===== src/rtl/min_width_line_tx.sv =====
// Minimum-width line transmitter: queued {level, length} commands drive a
// one-bit line whose every segment lasts at least MIN_HOLD cycles.
//
// Ports:
//   clk, rst   rising-edge clock, async active-high reset
//   cmd_valid  command offered
//   cmd_ready  command FIFO has room (from registered count)
//   cmd_level  level to drive for the segment
//   cmd_len    requested segment length in cycles
//   line_out   registered line output
//   busy       a segment is counting (state HOLD)
//   seg_start  one-cycle pulse on the first cycle of each segment
//   fifo_cnt   commands currently queued
module min_width_line_tx #(
  parameter int   MIN_HOLD   = 4,
  parameter int   LEN_W      = 8,
  parameter int   FIFO_DEPTH = 4,
  parameter logic IDLE_LEVEL = 1'b0
) (
  input  logic                        clk,
  input  logic                        rst,
  input  logic                        cmd_valid,
  output logic                        cmd_ready,
  input  logic                        cmd_level,
  input  logic [LEN_W-1:0]            cmd_len,
  output logic                        line_out,
  output logic                        busy,
  output logic                        seg_start,
  output logic [$clog2(FIFO_DEPTH):0] fifo_cnt
);

  localparam int AW = $clog2(FIFO_DEPTH);
  localparam logic [LEN_W-1:0] MIN_L = LEN_W'(MIN_HOLD);
  localparam logic [AW:0] FULL_C = (AW+1)'(FIFO_DEPTH);

  typedef enum logic {
    IDLE,
    HOLD
  } state_t;

  state_t state;
  state_t state_nx;

  logic [LEN_W:0]   mem [FIFO_DEPTH];
  logic [AW-1:0]    wr_ptr;
  logic [AW-1:0]    rd_ptr;
  logic [AW:0]      count;
  logic [LEN_W-1:0] counter;
  logic [LEN_W-1:0] counter_nx;
  logic             line_q;
  logic             line_nx;
  logic             seg_q;
  logic             seg_nx;
  logic             push;
  logic             pop;
  logic             head_level;
  logic [LEN_W-1:0] head_len;
  logic [LEN_W-1:0] eff_len;

  assign cmd_ready = (count != FULL_C);
  assign push      = cmd_valid & cmd_ready;

  assign {head_level, head_len} = mem[rd_ptr];

  // Short or zero requests are stretched to the minimum hold.
  assign eff_len = (head_len < MIN_L) ? MIN_L : head_len;

  always_comb begin
    state_nx   = state;
    counter_nx = counter;
    line_nx    = line_q;
    seg_nx     = 1'b0;
    pop        = 1'b0;
    unique case (state)
      IDLE: begin
        if (count != '0) pop = 1'b1;
      end
      HOLD: begin
        if (counter == '0) begin
          // Back-to-back segments: the next one starts with no gap.
          if (count != '0) pop = 1'b1;
          else state_nx = IDLE;
        end else begin
          counter_nx = counter - 1'b1;
        end
      end
    endcase
    if (pop) begin
      state_nx   = HOLD;
      line_nx    = head_level;
      seg_nx     = 1'b1;
      counter_nx = eff_len - 1'b1;
    end
  end

  always_ff @(posedge clk or posedge rst) begin
    if (rst) begin
      state   <= IDLE;
      counter <= '0;
      line_q  <= IDLE_LEVEL;
      seg_q   <= 1'b0;
    end else begin
      state   <= state_nx;
      counter <= counter_nx;
      line_q  <= line_nx;
      seg_q   <= seg_nx;
    end
  end

  always_ff @(posedge clk or posedge rst) begin
    if (rst) begin
      wr_ptr <= '0;
      rd_ptr <= '0;
      count  <= '0;
    end else begin
      if (push) wr_ptr <= wr_ptr + 1'b1;
      if (pop)  rd_ptr <= rd_ptr + 1'b1;
      case ({push, pop})
        2'b10:   count <= count + 1'b1;
        2'b01:   count <= count - 1'b1;
        default: count <= count;
      endcase
    end
  end

  // Storage needs no reset; the pointers define what is valid.
  always_ff @(posedge clk) begin
    if (push) mem[wr_ptr] <= {cmd_level, cmd_len};
  end

  assign line_out  = line_q;
  assign seg_start = seg_q;
  assign busy      = (state == HOLD);
  assign fifo_cnt  = count;

endmodule


===== config.mk =====
export PLATFORM = sky130hd
export DESIGN_NAME = min_width_line_tx
export DESIGN_NICKNAME = d
export VERILOG_FILES = /design/src/rtl/min_width_line_tx.sv
export SDC_FILE = /design/constraint.sdc
export NUM_CORES = 1
export LEC_CHECK = 0
export ABC_AREA = 1
export ABC_CLOCK_PERIOD_IN_PS = 1900
export BUFFER_PORTS_ARGS = -buffer_cell sky130_fd_sc_hd__buf_4
export CAP_MARGIN = 25
export CORE_UTILIZATION = 53
export DETAILED_ROUTE_END_ITERATION = 12
export PLACE_DENSITY = 0.74
export SLEW_MARGIN = 20
export SYNTH_ARGS = -nofsm -noshare
export SYNTH_HDL_FRONTEND = slang
export SYNTH_SLANG_ARGS = --single-unit

===== constraint.sdc =====
create_clock -name clk -period 1.9 [get_ports clk]
set_input_delay 0 -clock clk [delete_from_list [all_inputs] [get_ports clk]]
set_output_delay 0 -clock clk [all_outputs]
set_load 0.02 [all_outputs]

==> results.json, run 1 <==
{
  "status": "finished, violations left",
  "violations": "setup timing",
  "synth.distinct_cells": 31,
  "vias": 1950,
  "dieHeight_um": 71.6,
  "crit_fanout": 6,
  "ys.flop_type": "edfxtp_1",
  "synthTopCellsByCount": "nand2_1 (60), edfxtp_1 (36), nor2_1 (30)",
  "cp.arrival_ps": 2210,
  "worstSetupEndpointType": "flip-flop",
  "boundaryPins": 19,
  "cp.required_ps": 2110,
  "synth_cells": 251,
  "clock-skew-final_ps": 9.02,
  "relSlewSlack_pct": 43.9,
  "drv_cap": 0,
  "max_freq_mhz": 500,
  "crit_path_max_incr_delay_ps": 440,
  "cp_slowest_cell": "dfrtp_1",
  "setup_viol": 7,
  "clock-sinks": 54,
  "die_area_um2": 5120,
  "post-route-drc-count": 0,
  "dp_worst_setup_slack_ps": -109,
  "drtPass1Iterations": 4,
  "fin_crit_sh_pct": 105,
  "globalplace.congestion": 0.855,
  "worstHoldPathType": "in -> reg",
  "gr-total-overflow": 0,
  "grt_util_all_layers_pct": 21.4,
  "synth-seq-area-share_pct": 59.7,
  "area_growth_pct": 35.6,
  "synthArstFlopShare_pct": 33.3,
  "syn-num-nets": 270,
  "ctsLongestPathBuffers": 2,
  "ir_drop_uv": 1050,
  "grt_pass1_wl_um": 8220,
  "antenna_left": 0,
  "grt_max_degree": 19,
  "drt-initial-drc-count": 159,
  "htreeDepth": 2,
  "utilization_pct": 77.3,
  "p_leak_nw": 1.53,
  "path_buf_inv": 6,
  "die_w_um": 71.6,
  "coreArea_um2": 4500,
  "ys_ff_latch": 54,
  "rsz0062_at_grt": "true",
  "setup_ws_ps": -98.8,
  "grt_pass1_vias": 1815,
  "dp_hpwl_um": 3320,
  "synth_top_cell_by_area": "edfxtp_1",
  "path_delay_family": "buffers and inverters",
  "cts_made_buffers": 5,
  "synth_top_area_share_pct": 42.1,
  "worstSetupPathType": "reg -> reg",
  "place_area_um2": 2950,
  "maxSlewViolCount": 0,
  "synth.area.top_cells": "edfxtp_1 (42%), dfrtp_1 (18%), nand2_1 (8.8%), nor2_1 (4.4%), inv_1 (3.4%)",
  "routedWlPerCell_um": 14.7,
  "max_slew.worst_pin.slew_ps": 838,
  "fin_crit_ps": 2000,
  "clk_pin_slew_ps": 100,
  "cts_tree": "built",
  "crit_chain": "inv_2, clkbuf_16, nand2_4, nand3_2, nand2_2, buf_4, buf_4, buf_4, o21ai_2, inv_1, nand4_1, nand2_1, nand3_1, nand2_1",
  "cts-root-buf": "clkbuf_8",
  "crit_path_start_kind": "flip-flop",
  "insertion_delay_ps": 310,
  "design_area_um2": 3480,
  "synth_edf_count": 36,
  "rows": 24,
  "viasPerCell": 5.24,
  "start_util_pct": 57.0,
  "drive_gt1_share_pct": 43.1,
  "fillers": 287,
  "portBuffers": 18,
  "syn_area_um2": 2570,
  "cp_common_cell": "buf_4",
  "yosysMostFrequentCell": "nand2_1",
  "synth.avg_cell_area_um2": 10.2,
  "final_nets": 338,
  "wirelength_um": 5460,
  "p_per_area_nw_per_um2": 1510,
  "antenna_found_initial": 0,
  "antenna_cells": 0,
  "yosysWarnings": 0,
  "hold_viol_final": 0
}
state kept, by name (all words and copies together) (netlist names):
| name | cells |
|---|---|
| fifo_cnt | 3 |
| wr_ptr | 2 |
| line_out | 1 |
| counter | 8 |
| rd_ptr | 2 |
| mem | 36 |
| busy | 1 |
| seg_start | 1 |
cells by family after synthesis:
family                   Yosys count  share of synthesized area (%)
adder cells (fa/ha/maj)            7                           3.71
AO/OA/AOI/OAI                     21                           4.44
flip-flops                        54                           59.7
buffers and inverters             31                           6.34
XOR/XNOR                           5                           1.71
AND/OR/NAND/NOR                  133                           24.1
worst register-to-register path: cells and delay by family, from the launching register on:
family	cells	cell delay [ps]
buffers and inverters	6	800
AO/OA/AOI/OAI	1	210
flip-flops	1	440
AND/OR/NAND/NOR	7	450
timing repair:
action,in CTS,in global routing
hold buffers,10,0
setup endpoints to repair,3,22
gates resized for setup,13,41
gates cloned,0,1
buffers inserted,4,10
hold endpoints to repair,54,0
pin swaps,5,17
routing by layer:
metal	up-vias	track usage, %	wire length [um]
met5	-	0	0
met4	0	8.06	124
met3	15	3.52	184
met2	37	36.5	2730
met1	942	27.7	2410
li1	956	-	-
cell type report:
cell class / instances / area [um2] / share of cell area [%]
Sequential cell: 54 / 1540 / 44.1
Multi-Input combinational cell: 166 / 1070 / 30.9
Timing Repair Buffer: 66 / 569 / 16.4
Inverter: 26 / 119 / 3.42
Clock buffer: 5 / 68.8 / 1.98
Tap cell: 52 / 65.1 / 1.87
Clock inverter: 3 / 48.8 / 1.40
stage by stage:
step	TNS [ps]	cells	power (mW)	hold slack (ps)
after detailed placement	-109	339	3.86	152
final	-329	372	5.26	47.5
after floorplan	-16.0	251	3.17	-61.6
after CTS	0	361	4.83	33.4
after global routing	-1430	372	5.58	64.8
after global placement	-16.9	339	3.82	144
where the power goes:
| group | switching (mW) | leakage, nW | total, mW | internal, mW |
|---|---|---|---|---|
| Combinational | 1.47 | 0.939 | 2.69 | 1.22 |
| Sequential | 0.165 | 0.536 | 1.77 | 1.61 |
| Clock | 0.390 | 0.0563 | 0.792 | 0.402 |
cells in the final DEF, fill, tap and decap left out, drive strengths merged:
master / n
ha: 6
fa: 1
nand3b: 1
a21oi: 2
o21ai: 16
xnor2: 2
clkbuf: 6
bufinv: 2
nand4: 4
nor2: 34
dlygate4sd3: 10
inv: 26
o21a: 1
buf: 55
nand3: 19
clkinvlp: 1
xor2: 3
nand2: 74
a31oi: 2
dfrtp: 18
edfxtp: 36
or2: 1
final timing paths:
kind,start,end,slack [ps],cells after the start
max in group asynchronous,rst,fifo_cnt[2],1060,3
worst min register to register,fifo_cnt[0],fifo_cnt[0],510,1
min in group asynchronous,rst,counter[7],350,3
worst min-delay path,cmd_valid,wr_ptr[0],50,3
worst max register to register,rd_ptr[0],counter[6],-100,14
worst max-delay path,rd_ptr[0],counter[6],-100,14
(Power assumes the default switching activity.)
==> run 2, diff against run 1 <==
CORE_ASPECT_RATIO = 0.8   (was default)
==> results.json, run 2 (same netlist as run 1, synthesis figures left out) <==
{
  "status": "finished, violations left",
  "violations": "setup timing",
  "coreArea_um2": 4620,
  "gr-total-overflow": 0,
  "dp_hpwl_um": 3440,
  "p_per_area_nw_per_um2": 1470,
  "top_layer_used": "met4",
  "p_leak_nw": 1.49,
  "cts-root-buf": "clkbuf_8",
  "grt_max_degree": 19,
  "viasPerCell": 5.13,
  "total_power_mw": 5.02,
  "final_nets": 341,
  "seqPwrFrac_pct": 35.5,
  "insertion_delay_ps": 310,
  "start_util_pct": 55.5,
  "fin_crit_sh_pct": 109,
  "vias": 1963,
  "antenna_left": 0,
  "setup_ws_ps": -172,
  "htreeDepth": 2,
  "antenna_cells": 0,
  "die_w_um": 79.8,
  "most-common-layout-cells": "nand2_1 (51), buf_4 (51), edfxtp_1 (36)",
  "die_area_um2": 5130,
  "grt_util_all_layers_pct": 22.8,
  "largest_reg_flops": 36,
  "worstSetupEndpointType": "flip-flop",
  "hold_viol_final": 0,
  "cp.arrival_ps": 2270,
  "grt_pass1_vias": 1832,
  "fillers": 311,
  "ir_drop_uv": 830,
  "dieHeight_um": 64.2,
  "comb_power_share_pct": 51.5,
  "wl_met2_um": 2830,
  "rsz0062_at_grt": "true",
  "ctsLongestPathBuffers": 2,
  "setup_viol": 7,
  "routedWlPerCell_um": 14.4,
  "clock-skew-final_ps": 2.06,
  "relSlewSlack_pct": 40.4,
  "post-route-drc-count": 0,
  "rows": 22,
  "grt_pass1_wl_um": 8650,
  "drtPass1Iterations": 4,
  "drt-met1-wl_um": 2340,
  "r2r_slack_ps": -170,
  "clk_pin_slew_ps": 100,
  "cts_tree": "built",
  "crit_fanout": 6,
  "worstHoldPathType": "in -> reg",
  "cp.required_ps": 2100,
  "fin_crit_ps": 2070,
  "max_freq_mhz": 483,
  "globalplace.congestion": 0.800,
  "boundaryPins": 19,
  "drt-initial-drc-count": 222,
  "switchingPower_mw": 2.00,
  "drv_cap": 0,
  "utilization_pct": 73.9,
  "clock-sinks": 54,
  "area_growth_pct": 33.2,
  "cts_made_buffers": 5,
  "portBuffers": 18,
  "crit_path_start_kind": "flip-flop",
  "p_int_mw": 3.03,
  "max_slew.worst_pin.slew_ps": 891,
  "switching_share_pct": 39.8,
  "maxSlewViolCount": 0,
  "wirelength_um": 5530,
  "regMostFlops": "mem",
  "clkPwrFrac_pct": 13.0,
  "fin_tns_setup_ps": -801,
  "worstSetupPathType": "reg -> reg",
  "antenna_found_initial": 0,
  "dr_wl_met3_um": 327,
  "drive_gt1_share_pct": 39.6,
  "whs_ps": 35.4
}
## run 2: cell count changes in the layout (fill, tap and decap cells not counted), sizes merged
cell	before	now
buf	55	58
bufinv	2	1
clkbuf	6	5
clkinv	0	1
clkinvlp	1	3
inv	26	25
## run 2: layout make-up
class                      count  area, um2  share of cell area [%]
sequential                    54       1540                    45.0
multi-input combinational    166       1020                    30.0
timing repair buffer          68        562                    16.4
inverter                      26        120                    3.52
tap                           60       75.1                    2.20
clock buffer                   5       68.8                    2.01
clock inverter                 3       23.8                   0.696
timing repair inverter         1       7.51                   0.220
## run 2: what timing repair did
action	4_1_cts	5_1_grt
hold endpoints to repair	54	0
gates resized for setup	17	25
setup buffers	7	7
pin swaps	16	21
gates cloned	1	1
hold buffers	10	0
endpoints found under the setup margin	5	9
## run 2: layer usage
metal | vias to the layer above | GRT usage (%)
met5 | - | 0
met4 | 0 | 6.03
met3 | 2 | 5.57
met2 | 67 | 36.0
met1 | 933 | 31.5
li1 | 961 | -
## run 2: through the flow
stage,worst slack (ps),std cells,cell area (um2)
after detailed placement,-124,349,2960
after global placement,-35.4,349,2960
final,-172,383,3420
after CTS,-62.0,375,3270
after global routing,-290,383,3420
after floorplan,-16.0,251,2620
## run 2: critical path: stages, from the launching register on
cell	delay [ps]
dfrtp_2	480
clkinvlp_4	130
buf_6	120
nand2_1	60
nand3_2	60
nand2_2	70
nand2_2	70
clkinv_2	70
nand2_4	80
nand2_1	70
nand2_2	90
inv_2	50
ha_4	160
buf_4	150
xnor2_2	140
nand2_1	70
o21ai_0	80
## run 2: final timing paths
kind                              from           to  cells after the start
max                          rd_ptr[0]   counter[2]                     16
min                          cmd_valid    wr_ptr[1]                      3
max reg2reg                  rd_ptr[0]   counter[2]                     16
min reg2reg                fifo_cnt[1]  fifo_cnt[1]                      2
max in group asynchronous          rst    rd_ptr[0]                      3
min in group asynchronous          rst     line_out                      3
## run 2: power groups by stage
stage                     Sequential, mW  Combinational [mW]  Clock [mW]
final                               1.78                2.59       0.652
after global routing                1.82                2.83       0.711
after floorplan                     1.82                1.35           0
after CTS                           1.77                2.30       0.658
after detailed placement            1.79                2.08           0
after global placement              1.77                2.04           0
